===== src/rtl/seq_multiplier.sv =====
// Iterative shift-add multiplier: WIDTH+1 cycles per operation, full
// 2*WIDTH-bit product, signed or unsigned operands, truncation overflow flag.
// Signed operands are multiplied as magnitudes and the sign is applied once
// at the end, so the datapath only ever does unsigned additions.
module seq_multiplier #(
    parameter int WIDTH = 16
) (
    input  logic               clk,
    input  logic               rst,
    input  logic               start,
    input  logic               signed_mode,
    input  logic [WIDTH-1:0]   rs,
    input  logic [WIDTH-1:0]   rd,
    output logic               busy,
    output logic               done,
    output logic [2*WIDTH-1:0] product,
    output logic [WIDTH-1:0]   q,
    output logic               overflow
);

    localparam logic [0:0] IDLE = 1'b0;
    localparam logic [0:0] RUN  = 1'b1;

    localparam int             CW   = $clog2(WIDTH + 1);
    localparam logic [CW-1:0]  LAST = CW'(WIDTH);

    logic [0:0]         state;
    logic [CW-1:0]      count;
    logic               mode;
    logic               neg;
    logic [WIDTH-1:0]   mcand;
    logic [WIDTH-1:0]   acc_hi;
    // Low half of the accumulator shares this register with the multiplier.
    logic [WIDTH-1:0]   mplier;

    logic [WIDTH-1:0]   mag_rs;
    logic [WIDTH-1:0]   mag_rd;
    logic [WIDTH:0]     sum_full;
    logic [2*WIDTH-1:0] magnitude;
    logic [2*WIDTH-1:0] result;
    logic [WIDTH:0]     upper_s;
    logic               ovf_next;

    // Operand magnitudes; the most-negative value maps to 2^(WIDTH-1), which
    // still fits in WIDTH unsigned bits.
    always_comb begin
        mag_rs = (signed_mode && rs[WIDTH-1]) ? -rs : rs;
        mag_rd = (signed_mode && rd[WIDTH-1]) ? -rd : rd;
    end

    // One shift-add step plus the sign-corrected result and its overflow test.
    always_comb begin
        sum_full  = {1'b0, acc_hi} + {1'b0, (mplier[0] ? mcand : '0)};
        magnitude = {acc_hi, mplier};
        result    = neg ? -magnitude : magnitude;
        upper_s   = result[2*WIDTH-1:WIDTH-1];
        if (mode)
            ovf_next = !((&upper_s) || !(|upper_s));
        else
            ovf_next = |result[2*WIDTH-1:WIDTH];
    end

    // Control FSM and datapath registers.
    always_ff @(posedge clk or posedge rst) begin
        if (rst) begin
            state    <= IDLE;
            count    <= '0;
            mode     <= 1'b0;
            neg      <= 1'b0;
            mcand    <= '0;
            acc_hi   <= '0;
            mplier   <= '0;
            busy     <= 1'b0;
            done     <= 1'b0;
            product  <= '0;
            overflow <= 1'b0;
        end else begin
            done <= 1'b0;
            case (state)
                IDLE: begin
                    if (start) begin
                        mode   <= signed_mode;
                        neg    <= signed_mode & (rs[WIDTH-1] ^ rd[WIDTH-1]);
                        mcand  <= mag_rs;
                        mplier <= mag_rd;
                        acc_hi <= '0;
                        count  <= '0;
                        busy   <= 1'b1;
                        state  <= RUN;
                    end
                end
                default: begin
                    if (count == LAST) begin
                        product  <= result;
                        overflow <= ovf_next;
                        done     <= 1'b1;
                        busy     <= 1'b0;
                        state    <= IDLE;
                    end else begin
                        acc_hi <= sum_full[WIDTH:1];
                        mplier <= {sum_full[0], mplier[WIDTH-1:1]};
                        count  <= count + 1'b1;
                    end
                end
            endcase
        end
    end

    assign q = product[WIDTH-1:0];

endmodule


===== config.mk =====
export PLATFORM = sky130hd
export DESIGN_NAME = seq_multiplier
export DESIGN_NICKNAME = d
export VERILOG_FILES = /design/src/rtl/seq_multiplier.sv
export SDC_FILE = /design/constraint.sdc
export NUM_CORES = 1
export LEC_CHECK = 0
export ABC_AREA = 1
export BUFFER_PORTS_ARGS = -buffer_cell sky130_fd_sc_hd__buf_2
export CORE_ASPECT_RATIO = 1.75
export CORE_MARGIN = 3
export CORE_UTILIZATION = 23
export CTS_BUF_LIST = sky130_fd_sc_hd__clkbuf_8
export DETAILED_ROUTE_END_ITERATION = 7
export GPL_TIMING_DRIVEN = 0
export PLACE_DENSITY = 0.43
export SLEW_MARGIN = 20
export SYNTH_ARGS = -nofsm -noshare
export SYNTH_HDL_FRONTEND = slang
export SYNTH_SLANG_ARGS = --single-unit

===== constraint.sdc =====
create_clock -name clk -period 2.6 [get_ports clk]
set_clock_uncertainty 0.2 [all_clocks]
set_input_delay 0 -clock clk [delete_from_list [all_inputs] [get_ports clk]]
set_output_delay 0 -clock clk [all_outputs]
set_load 0.01 [all_outputs]

### Word level (Yosys, flattened, before mapping)

Cells that the tools add are included.

* bits in writable memories: 0
* bits of input ports: 36
* memory bits (read-only): 0
* memories: 0
* register bits: 91
* bits in latches: 0

* $lt $le $gt $ge: 0
* $add $sub $neg: 5
* equal/unequal tests: 3
* muxes and demuxes: 22
* div/mod/pow operators: 0
* shift operators: 0
* bitwise operators: 3
* reductions and logical operators: 13
* $mul: 0

Operators by type and width (number)
* $mux W16: 9
* $mux W32: 1
* $neg A16 Y16: 2
* $neg A32 Y32: 1
* $add A16 B16 Y17: 1
* $reduce_and A17 Y1: 1
* $reduce_or A17 Y1: 1
* $reduce_or A16 Y1: 1
* $mux W5: 3
* $mux W1: 9
* $reduce_and A2 Y1: 4
* $add A5 B1 Y5 const B: 1
* $eq A5 B5 Y1 const B: 1
* $logic_and A1 B1 Y1: 2
* $logic_not A1 Y1: 2
* $ne A2 B1 Y1 const B: 1
* $ne A2 B2 Y1 const B: 1
* $reduce_bool A2 Y1: 1
* $and A1 B1 Y1: 1
* $logic_or A1 B1 Y1: 1
* $not A1 Y1: 1
* $xor A1 B1 Y1: 1

### Depth between registers and ports, before layout

* depth after elaboration: 7
* mapped depth: 17
* gate-level depth less buffers: 16

### Worst setup path before layout

No wires, ideal clock.

* kind: reg-to-reg
* from: reg mplier[0]
* to: reg acc_hi[12]
* library setup time: 0.122 ns
* required time: 2.278 ns
* cell stages (with the launch flop): 16
* setup slack: 0.294 ns
* arrival time: 1.984 ns
* cells stage by stage: dfrtp_1 buf_6 clkbuf_1 nand2_1 inv_1 ha_1 inv_1 o21bai_1 nor2_1 nand2_1 a21boi_0 o21ai_2 nand3_1 nand3_1 nand2_1 o21ai_1

* cells in the longest elaborated chain, start to end: 4

Ends and longest elaborated chain
* from (decl): line 34 `logic [WIDTH-1:0] mplier;`
* from (signal assigned): line 85 `mplier <= mag_rd;`
* from (signal assigned): line 101 `mplier <= {sum_full[0], mplier[WIDTH-1:1]};`
* $mux W16: line 53 `sum_full = {1'b0, acc_hi} + {1'b0, (mplier[0] ? mcand : '0)};`
* $add A16 B16 Y17: line 53
* $mux W16: line 93 `if (count == LAST) begin`
* $mux W16: line 79 `case (state)`
* to (signal assigned): line 100 `acc_hi <= sum_full[WIDTH:1];`
* to (decl): line 32 `logic [WIDTH-1:0] acc_hi;`

Every way passes these cells. The select of a mux whose other input is x is not followed.
A chain may end at the register's enable or synchronous reset.

### Worst setup path in the final report

* from: in rd[1]
* to: reg mplier[14]

* cells in the longest elaborated chain, start to end: 4

Ends and longest elaborated chain
* from (decl): line 13 `input logic [WIDTH-1:0] rd,`
* $neg A16 Y16: line 48 `mag_rd = (signed_mode && rd[WIDTH-1]) ? -rd : rd;`
* $mux W16: line 48
* $mux W16: line 81 `if (start) begin`
* $mux W16: line 79

Every way passes these cells. The select of a mux whose other input is x is not followed.

==> metrics.md <==
| Metric | Value |
|---|---|
| Inserted Diodes | 0 |
| Hold Violations, Final | 0 |
| Setup WS post-layout | 0.0922 ns |
| Placed Cells | 1313 |
| DP Area | 0.00714 mm² |
| Pwr/cell area | 1180 mW/mm² |
| Clk buf depth | 2 |
| # DRC | 0 |
| F_max | 399 MHz |
| Origin of the worst setup path | rd[1] |
| Most frequent cells after synthesis | 270 x nand2_1, 95 x inv_1, 93 x nor2_1 |
| Register area | 0.00228 mm² |
| RSZ-0062 raised after global routing | yes |
| Unique masters post-synth | 44 |
| Full die area | 0.0294 mm² |
| DR pass1 iterations | 4 |
| CP Max Fanout | 3 |
| Post-route insts no fill | 1389 |
| Finished Cell Area | 0.00807 mm² |
| Worst Setup Start Kind | input pin |
| Ys flop type | dfrtp_1 |
| Main area contributors after synthesis | dfrtp_1 36%, nand2_1 16%, o21ai_0 6.7% |
| H-tree depth | 3 |
| CP Capture Type | flip-flop |
| Total CTS buffers | 9 |
| Post-DP HPWL | 16.8 mm |
| Ys async rst share | 100% |
| FF+latch count, synth | 91 |
| Largest net degree at the start of global routing | 65 |
| Setup CP Type | input pin to flip-flop |
| VDD IR max | 0.337 mV |
| DIE WIDTH | 131 µm |
| Most common cell in the netlist | nand2_1 |
| Max cap viols | 0 |
| Area leader, netlist | dfrtp_1 |
| Clock sink total | 91 |
| Final setup fails | 0 |
| Status | finished clean |
| Initial antenna violation count | 0 |
| Worst r2r src | state$_DFF_PP0_ |
| Antenna Nets Post-Route | 0 |
| Reg2reg end | neg$_DFFE_PP0P_ |
| Top cell type's share of synthesized area | 36.3% |
| EDFF count, synth | 0 |
| CORE AREA | 0.0267 mm² |
| Area of the multi-input gates | 0.00348 mm² |
| Nets | 1118 |
| Vias in the first global route | 6397 |
| Hold crit path type | input pin to flip-flop |
| Pre-CTS WS | -0.187 ns |
| Reg2reg path depth | 8 |
| GP Congestion | 0.887 |
| Pwr Total | 9.51 mW |
| Die H | 225 µm |
| Lkg Pwr | 4.09 nW |
| First-pass GRT wire length | 33.0 mm |
| Crit path DAT | 2.60 ns |
| CTS tree | done |
| Clock root buffer | clkbuf_8 |
| Initial drt markers | 133 |
| GR Overflow Total | 0 |
| Avg Inst Size Synth | 6.96 µm² |
| Fill cells | 2986 |
| Worst setup path end | mplier[14]$_DFFE_PP0P_ |
| Layout cell share with drive strength beyond 1 | 18.6% |
| Latest clock arrival within the worst-skew pair | 0.40 ns |
| Register area share after synthesis | 36.3% |
| Final Slew Violations | 0 |
| I/O Pins | 87 |
| Mean number of vias per cell | 4.40 |
| DR WL/cell | 14.8 µm |
| Final min period | 2.51 ns |
| Slew HR | 58.2% |
| Synth-to-Final Area Change | 28.6% |
| Initial Util | 23.5% |
| Syn_nets | 960 |
| Mapped Area | 0.00627 mm² |
| # port buffers | 86 |
| Synthesis Warnings | 0 |
| Final wirelength | 20.6 mm |
| Final period util | 96.5% |
| Vias | 6117 |
| Worst slew pin tran | 0.626 ns |
| Post-synthesis cell count | 902 |
| Clock transition at path regs | 0.09 ns |
| FF-to-FF setup slack | 0.15 ns |
| WP data required | 2.70 ns |
| GRT Total Usage | 14.6% |
| Site row count | 79 |
==> timing repair <==
action	in CTS	in global routing
resized for setup	7	24
setup endpoints to repair	8	15
setup buffers	0	4
pin swaps	2	8
hold buffers	56	0
endpoints found under the hold margin	125	0
==> flip-flops by register name, indices dropped and copies added (netlist names) <==
signal and cells:
acc_hi 16, busy 1, count 5, done 1, mcand 16, mode 1, mplier 16, neg 1
overflow 1, product 32, state 1
==> routing by layer <==
metal / global-route usage [%] / routed length, µm / vias up
met5: 0 / 0 / -
met4: 9.43 / 1360 / 0
met3: 2.00 / 526 / 57
met2: 27.5 / 11200 / 129
met1: 14.3 / 7510 / 2751
li1: - / - / 3180
==> through the flow <==
stage	setup TNS, ns	hold slack (ns)	utilization (%)
floorplan	0	-0.0599	-
global placement	-119.27	0.0867	26.6
detailed placement	-0.962	-0.211	26.8
CTS	0	0.186	29.8
global route	-0.0302	0.256	30.2
finish	0	0.227	30.2
==> worst max-delay path: stages <==
cell and delay, ns:
dlygate4sd3_1 0.54, buf_2 0.12, inv_1 0.08, ha_1 0.19, nand4_1 0.15, nor3_2 0.24
nand2_1 0.11, o21ai_2 0.16, o21ai_1 0.10, xor2_1 0.15, dlygate4sd3_1 0.58, o21ai_1 0.13
nand2_1 0.06
==> where the power goes <==
group | internal, mW | switching, mW
Sequential | 2.11 | 0.683
Clock | 0.589 | 0.550
Combinational | 2.15 | 3.44
Total | 4.84 | 4.67
==> final cells by class <==
| class | count | share of cell area [%] |
|---|---|---|
| timing repair buffer | 147 | 13.0 |
| clock inverter | 5 | 0.946 |
| tap | 324 | 5.02 |
| sequential | 91 | 28.2 |
| clock buffer | 11 | 1.88 |
| multi-input combinational | 670 | 43.1 |
| buffer | 42 | 3.16 |
| inverter | 99 | 4.70 |
==> kinds of logic after synthesis <==
group                    synth area share [%]
XOR/XNOR                                 5.30
AND/OR/NAND/NOR                          30.4
buffers and inverters                    9.87
adder cells (fa/ha/maj)                  4.51
flip-flops                               36.3
AO/OA/AOI/OAI                            13.6
==> layout by cell type, fill, tap and decap left out, types with 3 or more instances in the layout <==
master,instances
o21ai_2,3
inv_1,94
nor2_1,91
clkbuf_8,11
inv_2,4
nand3_1,45
ha_1,18
a21oi_2,8
buf_4,22
o22ai_1,15
nand2_2,14
o21ai_1,6
nand3_2,4
buf_2,94
nand2_1,269
xor2_1,31
dlygate4sd3_1,56
nand4_1,6
or2_2,3
xnor2_1,7
dfrtp_1,91
a21oi_1,29
clkbuf_1,12
nor2_4,5
o21ai_0,82
nor2_2,9
==> worst min-delay path by stage <==
stage                           start                     end  cells after the start
after CTS                       rd[0]   mplier[0]$_DFFE_PP0P_                      4
final                           rd[0]   mplier[0]$_DFFE_PP0P_                      4
after detailed placement          rst  product[1]$_DFFE_PP0P_                      2
after global routing            rd[0]   mplier[0]$_DFFE_PP0P_                      4
after floorplan           signed_mode        mode$_DFFE_PP0P_                      2
after global placement          rd[0]   mplier[0]$_DFFE_PP0P_                      3
Note: power is estimated with default switching activity, not from simulation.
